`config.mk`:
```
export PLATFORM = sky130hd
export DESIGN_NAME = execute_unit
export DESIGN_NICKNAME = d
export VERILOG_FILES = /design/src/rtl/execute_unit.sv
export SDC_FILE = /design/constraint.sdc
export NUM_CORES = 2
export LEC_CHECK = 0
export CELL_PAD_IN_SITES_DETAIL_PLACEMENT = 1
export CELL_PAD_IN_SITES_GLOBAL_PLACEMENT = 2
export CORE_MARGIN = 2
export CORE_UTILIZATION = 35
export CTS_BUF_LIST = sky130_fd_sc_hd__clkbuf_16
export DETAILED_ROUTE_END_ITERATION = 7
export PLACE_DENSITY_LB_ADDON = 0.05
export SYNTH_ARGS = -nofsm -noshare
export SYNTH_HDL_FRONTEND = slang
export SYNTH_SLANG_ARGS = --single-unit
export TNS_END_PERCENT = 20
```
`constraint.sdc`:
```
create_clock -name clk -period 12.8 [get_ports clk]
set_clock_uncertainty 0.15 [all_clocks]
set_input_delay 2.56 -clock clk [delete_from_list [all_inputs] [get_ports clk]]
set_output_delay 2.56 -clock clk [all_outputs]
set_load 0.05 [all_outputs]
```
`src/rtl/execute_unit.sv`:
```
// execute_unit: pipelined ALU/branch execute stage with multi-cycle multiply and valid/ready handshake
// Ports: clk/rst (sync, active-high), flush; in_valid/in_ready + ALUctr, A, B, NPC, imm, DX_* from decode;
//        out_valid/out_ready + ALUout, XM_BT, XM_MD, XM_RD, XM_* control bits to memory; busy while multiplying.
module execute_unit #(
  parameter int DW = 32,
  parameter int MUL_LAT = 4
) (
  input  logic          clk,
  input  logic          rst,
  input  logic          flush,
  input  logic          in_valid,
  output logic          in_ready,
  input  logic [3:0]    ALUctr,
  input  logic [DW-1:0] A,
  input  logic [DW-1:0] B,
  input  logic [DW-1:0] NPC,
  input  logic [15:0]   imm,
  input  logic [4:0]    DX_RD,
  input  logic [DW-1:0] DX_MD,
  input  logic          DX_RegWrite,
  input  logic          DX_MemtoReg,
  input  logic          DX_MemRead,
  input  logic          DX_MemWrite,
  input  logic          DX_branch,
  output logic          out_valid,
  input  logic          out_ready,
  output logic [DW-1:0] ALUout,
  output logic [DW-1:0] XM_BT,
  output logic [DW-1:0] XM_MD,
  output logic [4:0]    XM_RD,
  output logic          XM_RegWrite,
  output logic          XM_MemtoReg,
  output logic          XM_MemRead,
  output logic          XM_MemWrite,
  output logic          XM_branch,
  output logic          busy
);
  localparam int CW = $clog2(MUL_LAT);
  typedef enum logic {IDLE, MUL} state_t;
  state_t state, state_n;
  logic [CW-1:0] cnt;
  logic [DW-1:0] alu, bt, prod, h_a, h_b, h_bt, h_md;
  logic [4:0] h_rd;
  logic [3:0] h_ctl, ctl_q;
  logic br, br_q, can_wr, xfer, is_mul, mul_done;
  assign can_wr   = !out_valid || out_ready;
  assign in_ready = state == IDLE && can_wr && !flush && !rst;
  assign xfer     = in_valid && in_ready;
  assign is_mul   = ALUctr == 4'd5;
  assign mul_done = state == MUL && cnt == '0 && can_wr;
  assign busy     = state == MUL;
  assign prod     = h_a * h_b;
  assign bt       = NPC + DW'({{(DW-16){imm[15]}}, imm, 2'b00});
  assign br       = DX_branch && (ALUctr == 4'd6 ? A == B : ALUctr == 4'd7 && A != B);
  always_comb begin
    case (ALUctr)
      4'd0:    alu = A + B;
      4'd1:    alu = A - B;
      4'd2:    alu = A & B;
      4'd3:    alu = A | B;
      4'd4:    alu = DW'($signed(A) < $signed(B));
      4'd8:    alu = A ^ B;
      4'd9:    alu = ~(A | B);
      4'd10:   alu = A << B[4:0];
      4'd11:   alu = A >> B[4:0];
      default: alu = '0;
    endcase
  end
  always_comb begin
    state_n = state;
    if (flush) state_n = IDLE;
    else if (xfer && is_mul) state_n = MUL;
    else if (mul_done) state_n = IDLE;
  end
  always_ff @(posedge clk) state <= rst ? IDLE : state_n;
  always_ff @(posedge clk) begin
    if (rst) begin
      cnt <= '0;
      {h_a, h_b, h_bt, h_md, h_rd, h_ctl} <= '0;
      {out_valid, ALUout, XM_BT, XM_MD, XM_RD, ctl_q, br_q} <= '0;
    end else if (flush) begin
      cnt <= '0;
      out_valid <= 1'b0;
    end else begin
      if (xfer && is_mul) begin
        {h_a, h_b, h_bt, h_md, h_rd} <= {A, B, bt, DX_MD, DX_RD};
        h_ctl <= {DX_RegWrite, DX_MemtoReg, DX_MemRead, DX_MemWrite};
        cnt <= CW'(MUL_LAT - 1);
      end else if (state == MUL && cnt != '0) begin
        cnt <= cnt - 1'b1;
      end
      if (xfer && !is_mul) begin
        {out_valid, ALUout, XM_BT, XM_MD, XM_RD, br_q} <= {1'b1, alu, bt, DX_MD, DX_RD, br};
        ctl_q <= {DX_RegWrite, DX_MemtoReg, DX_MemRead, DX_MemWrite};
      end else if (mul_done) begin
        {out_valid, ALUout, XM_BT, XM_MD, XM_RD, br_q} <= {1'b1, prod, h_bt, h_md, h_rd, 1'b0};
        ctl_q <= h_ctl;
      end else if (can_wr) begin
        out_valid <= 1'b0;
      end
    end
  end
  // Side-effecting controls are masked so an empty register can never trigger a write or branch.
  assign XM_RegWrite = ctl_q[3] && out_valid;
  assign XM_MemtoReg = ctl_q[2];
  assign XM_MemRead  = ctl_q[1] && out_valid;
  assign XM_MemWrite = ctl_q[0] && out_valid;
  assign XM_branch   = br_q && out_valid;
endmodule
```
==> impl_metrics.py <==
metrics = {
    "synthesis": {
        "synth-async-reset-ratio_pct": 0,
        "netlist-cell-type-count": 83,
        "synth_flop_cell": "sky130_fd_sc_hd__dfxtp_1",
        "synth.net_count": 5081,
        "synth.mux.area_fraction_pct": 5.52,
        "yosys.area_share.simple_pct": 20.2,
        "synth-edff-count": 0,
        "yosys.area.top_type": "sky130_fd_sc_hd__fa_1",
        "yosys-top-cells-area": "sky130_fd_sc_hd__fa_1 24%, sky130_fd_sc_hd__dfxtp_1 14%, sky130_fd_sc_hd__ha_1 9.0%",
        "combinational_family_with_the_most_area_after_synthesis": "adder cells",
        "area_share_of_xor_xnor_cells_in_the_synthesized_design_pct": 3.05,
        "yosys.area_share.adder_pct": 32.7,
        "synth-warning-count": 0,
        "synthesized_cell_area_sq_um": 34700,
        "synth_cells": 4257,
        "synth-compound-area-share_pct": 15.8,
        "sequential_element_share_of_the_synthesized_area_pct": 14.2,
        "ys_ff_latch": 247,
        "syn_area_per_cell_sq_um": 8.15,
        "synth.top_cell.area_share_pct": 23.7,
    },
    "placement": {
        "io_buffer_count": 271,
        "place_congestion": 0.954,
        "detailedPlace.worstSlack_ns": 4.72,
        "place_hpwl_microns": 112000,
    },
    "floorplanning": {
        "die_h_microns": 319,
        "num_io_pins": 272,
        "floorplan.rows": 115,
        "core_sq_um": 98300,
        "initial_cell_density_of_the_core_pct": 35.3,
        "floorplan.die_area_sq_um": 102000,
        "dieWidth_microns": 319,
    },
    "clocking": {
        "clock_insertion_delay_worst_skew_ns": 0.57,
        "cts_tree": "built",
        "clock_path_buffers": 3,
        "cts_htree_levels": 2,
        "cts_stage_hold_buffer_count": 0,
        "cts.repair_timing.setup_buffer_count": 0,
        "numClockSinks": 247,
        "cts-resized-gates": 0,
        "clock_pin_slew_reported_for_the_worst_setup_and_hold_paths_after_clock_tree_synthesis_ns": 0.06,
        "cts_buffers": 34,
        "cts.root.buffer_cell": "sky130_fd_sc_hd__clkbuf_16",
    },
    "sta": {
        "final-setup-viol-count": 0,
        "timing.final.ws_setup_ns": 4.74,
        "tightestPinTransition_ns": 1.09,
        "timing.final.crit_share_pct": 63.0,
        "drv_slew": 0,
        "maximum_clock_rate_ghz": 0.124,
        "setup_total_negative_slack_ns": 0,
        "grt_setup_unrepaired": "no",
        "minimum_period_implied_by_the_final_worst_setup_slack_ns": 8.06,
        "max_slew_margin_pct": 27.3,
        "hold_viol": 0,
    },
    "grt": {
        "global_route.overflow_total": 0,
        "number_of_antenna_violations_at_the_first_check_in_global_routing": 5,
        "grt_max_degree": 168,
        "grt_first_pass_wirelength_microns": 222000,
        "groute.usage.overall_pct": 28.8,
        "grt_pass1_vias": 33100,
    },
    "status": {
        "outcome": "finished, final reports clean",
    },
    "detailed_routing": {
        "detail_route.vias_per_cell": 5.57,
        "wl_microns": 147000,
        "post_detailed_route_drc_marker_count": 0,
        "drt-initial-drc-count": 2113,
        "vias": 31500,
        "wl_per_cell_microns": 26.0,
        "dr.pass1.iters": 7,
        "drt.antenna.violating_nets": 0,
    },
    "critical_path": {
        "critPathLaunchType": "flip-flop",
        "crit_path_end_kind": "flip-flop",
        "slowest_delay_ns": 0.94,
        "r2r-end": "ALUout[31]$_SDFFE_PP0P_",
        "rr_startpoint": "h_b[6]$_SDFFE_PP0P_",
        "worst-setup-path-type": "flip-flop to flip-flop",
        "worst_ep_required_time_ns": 13.07,
        "crit_chain": "and2_1 > fa_1 > fa_1 > fa_1 > inv_1 > fa_1 > inv_1 > fa_1 > inv_1 > fa_1 > inv_1 > fa_1 > fa_1 > ha_1 > a21o_1 > a21o_1 > a211oi_1 > o21ai_0 > a31oi_1 > o21ai_1 > a31oi_1 > xnor2_1 > a22oi_1 > o32ai_1",
        "rrSetupSlack_ns": 4.74,
        "crit_arrival_ns": 8.33,
        "crit_path_frequent_cell": "sky130_fd_sc_hd__fa_1",
        "path_max_fanout": 27,
        "ff2ff_path_depth": 24,
        "crit_slowest_cell": "sky130_fd_sc_hd__dfxtp_1",
        "timing.critical_path.from": "h_b[6]$_SDFFE_PP0P_",
    },
    "cells_and_area": {
        "area_delta_synth_final_pct": 14.0,
        "nNetsFinal": 5167,
        "final_core_util_pct": 40.2,
        "share_of_cells_above_drive_strength_1_pct": 5.29,
        "nFillCells": 11700,
    },
    "power": {
        "finalPower_mw": 2.40,
        "p_per_area_nw_per_um2": 60.6,
        "ir_drop_mv": 0.0716,
        "power_leakage_nw": 16.6,
    },
    "min_path": {
        "end_point_of_the_most_critical_hold_path": "h_rd[2]$_SDFFE_PP0P_",
        "timing.hold.worst.class": "flip-flop to flip-flop",
        "timing.hold.worst_path_depth": 2,
        "holdCritStartpoint": "h_rd[2]$_SDFFE_PP0P_",
    },
    "flow_run": {
        "max_cap_viol_count": 0,
    },
}
## stage by stage
step / cell area (sq um) / instances / hold slack, ns
4_1_cts: 39500 / 5656 / 0.305
3_3_place_gp: 38500 / 5594 / 0.293
3_5_place_dp: 38500 / 5594 / 0.297
5_1_grt: 39500 / 5656 / 0.317
2_1_floorplan: 34700 / 4257 / 0.282
6_report: 39600 / 5658 / 0.303
## logic make-up (layout without fill, tap and decap cells)
family / Yosys count / count (layout)
compound gates: 829 / 829
xor+xnor: 121 / 121
fa+ha+maj: 661 / 661
buf+inv: 769 / 881
flops: 247 / 247
mux: 103 / 103
other cells: 0 / 2
simple gates: 1527 / 1527
## critical path, delay by kind of cell, from the launching register on
family          cells  cell delay [ns]
buf+inv             4             0.20
fa+ha+maj           9             4.28
flops               1             0.94
compound gates      9             1.92
simple gates        1             0.27
xor+xnor            1             0.13
## cells in the mapped netlist (all sizes together) (41+ instances only)
cell type / n
a21o: 41
a21oi: 295
a311oi: 70
and2: 320
clkbuf: 254
dfxtp: 247
fa: 411
ha: 250
inv: 482
mux4: 70
nand2: 716
nor2: 267
nor3: 51
o21ai: 123
xnor2: 89
## per-layer routing
| layer | vias to the layer above | GRT usage (%) | part of all wire, % | wire (microns) |
|---|---|---|---|---|
| met5 | - | 0 | 0.018 | 26 |
| met4 | 4 | 7.17 | 2.4 | 3500 |
| met3 | 143 | 4.86 | 6.1 | 8970 |
| met2 | 834 | 47.2 | 46 | 68300 |
| met1 | 16200 | 39.5 | 45 | 66300 |
| li1 | 14300 | - | - | - |
## sequential cells by signal, indices dropped and copies added, names as in the netlist, 2 cells and up
| register | count |
|---|---|
| cnt | 2 |
| ctl_q | 4 |
| h_a | 32 |
| h_rd | 5 |
| h_md | 32 |
| h_b | 32 |
| XM_MD | 32 |
| ALUout | 32 |
| XM_BT | 32 |
| XM_RD | 5 |
| h_ctl | 4 |
| h_bt | 32 |
## cell usage in the layout, fill, tap and decap left out, types with 21 or more instances in the layout
master,count
sky130_fd_sc_hd__o31ai_1,21
sky130_fd_sc_hd__a211oi_1,34
sky130_fd_sc_hd__a221oi_1,38
sky130_fd_sc_hd__nand2b_1,21
sky130_fd_sc_hd__a31oi_1,23
sky130_fd_sc_hd__or3_1,22
sky130_fd_sc_hd__inv_1,491
sky130_fd_sc_hd__o211ai_1,29
sky130_fd_sc_hd__xnor2_1,89
sky130_fd_sc_hd__buf_4,65
sky130_fd_sc_hd__and2_1,320
sky130_fd_sc_hd__xor2_1,32
sky130_fd_sc_hd__o21ai_0,108
sky130_fd_sc_hd__nand2_1,715
sky130_fd_sc_hd__nor2_1,266
sky130_fd_sc_hd__a21o_1,41
sky130_fd_sc_hd__clkbuf_16,34
sky130_fd_sc_hd__ha_1,250
sky130_fd_sc_hd__fa_1,411
sky130_fd_sc_hd__nor2b_1,21
sky130_fd_sc_hd__dfxtp_1,247
sky130_fd_sc_hd__a21oi_1,293
sky130_fd_sc_hd__mux2i_1,25
sky130_fd_sc_hd__nand3_1,39
sky130_fd_sc_hd__a311oi_1,70
sky130_fd_sc_hd__nor3_1,44
sky130_fd_sc_hd__mux4_2,70
sky130_fd_sc_hd__clkdlybuf4s50_1,267
## worst max path at each step
stage / slack [ns] / depth (start not counted) / to
2_1_floorplan: 5.76 / 26 / ALUout[31]$_SDFFE_PP0P_
3_3_place_gp: 4.75 / 24 / ALUout[31]$_SDFFE_PP0P_
3_5_place_dp: 4.72 / 24 / ALUout[31]$_SDFFE_PP0P_
4_1_cts: 4.71 / 24 / ALUout[31]$_SDFFE_PP0P_
5_1_grt: 4.14 / 24 / ALUout[31]$_SDFFE_PP0P_
6_report: 4.74 / 24 / ALUout[31]$_SDFFE_PP0P_
## power breakdown
| part | switching (mW) | internal [mW] |
|---|---|---|
| Combinational | 0.447 | 0.252 |
| Sequential | 0.0117 | 0.783 |
| Clock | 0.414 | 0.491 |
| Total | 0.873 | 1.53 |
## final cells by class
| class | count | area, sq um | share of cell area [%] |
|---|---|---|---|
| diodes | 2 | 5.00 | 0.0127 |
| inverters | 482 | 1810 | 4.57 |
| clock inverters | 28 | 181 | 0.459 |
| well taps | 1287 | 1610 | 4.07 |
| clock buffers | 34 | 851 | 2.15 |
| repair buffers | 337 | 3220 | 8.15 |
| flip-flops and latches | 247 | 4940 | 12.5 |
| multi-input cells | 3241 | 26900 | 68.1 |
No activity file was read; power rests on OpenSTA's default activity.
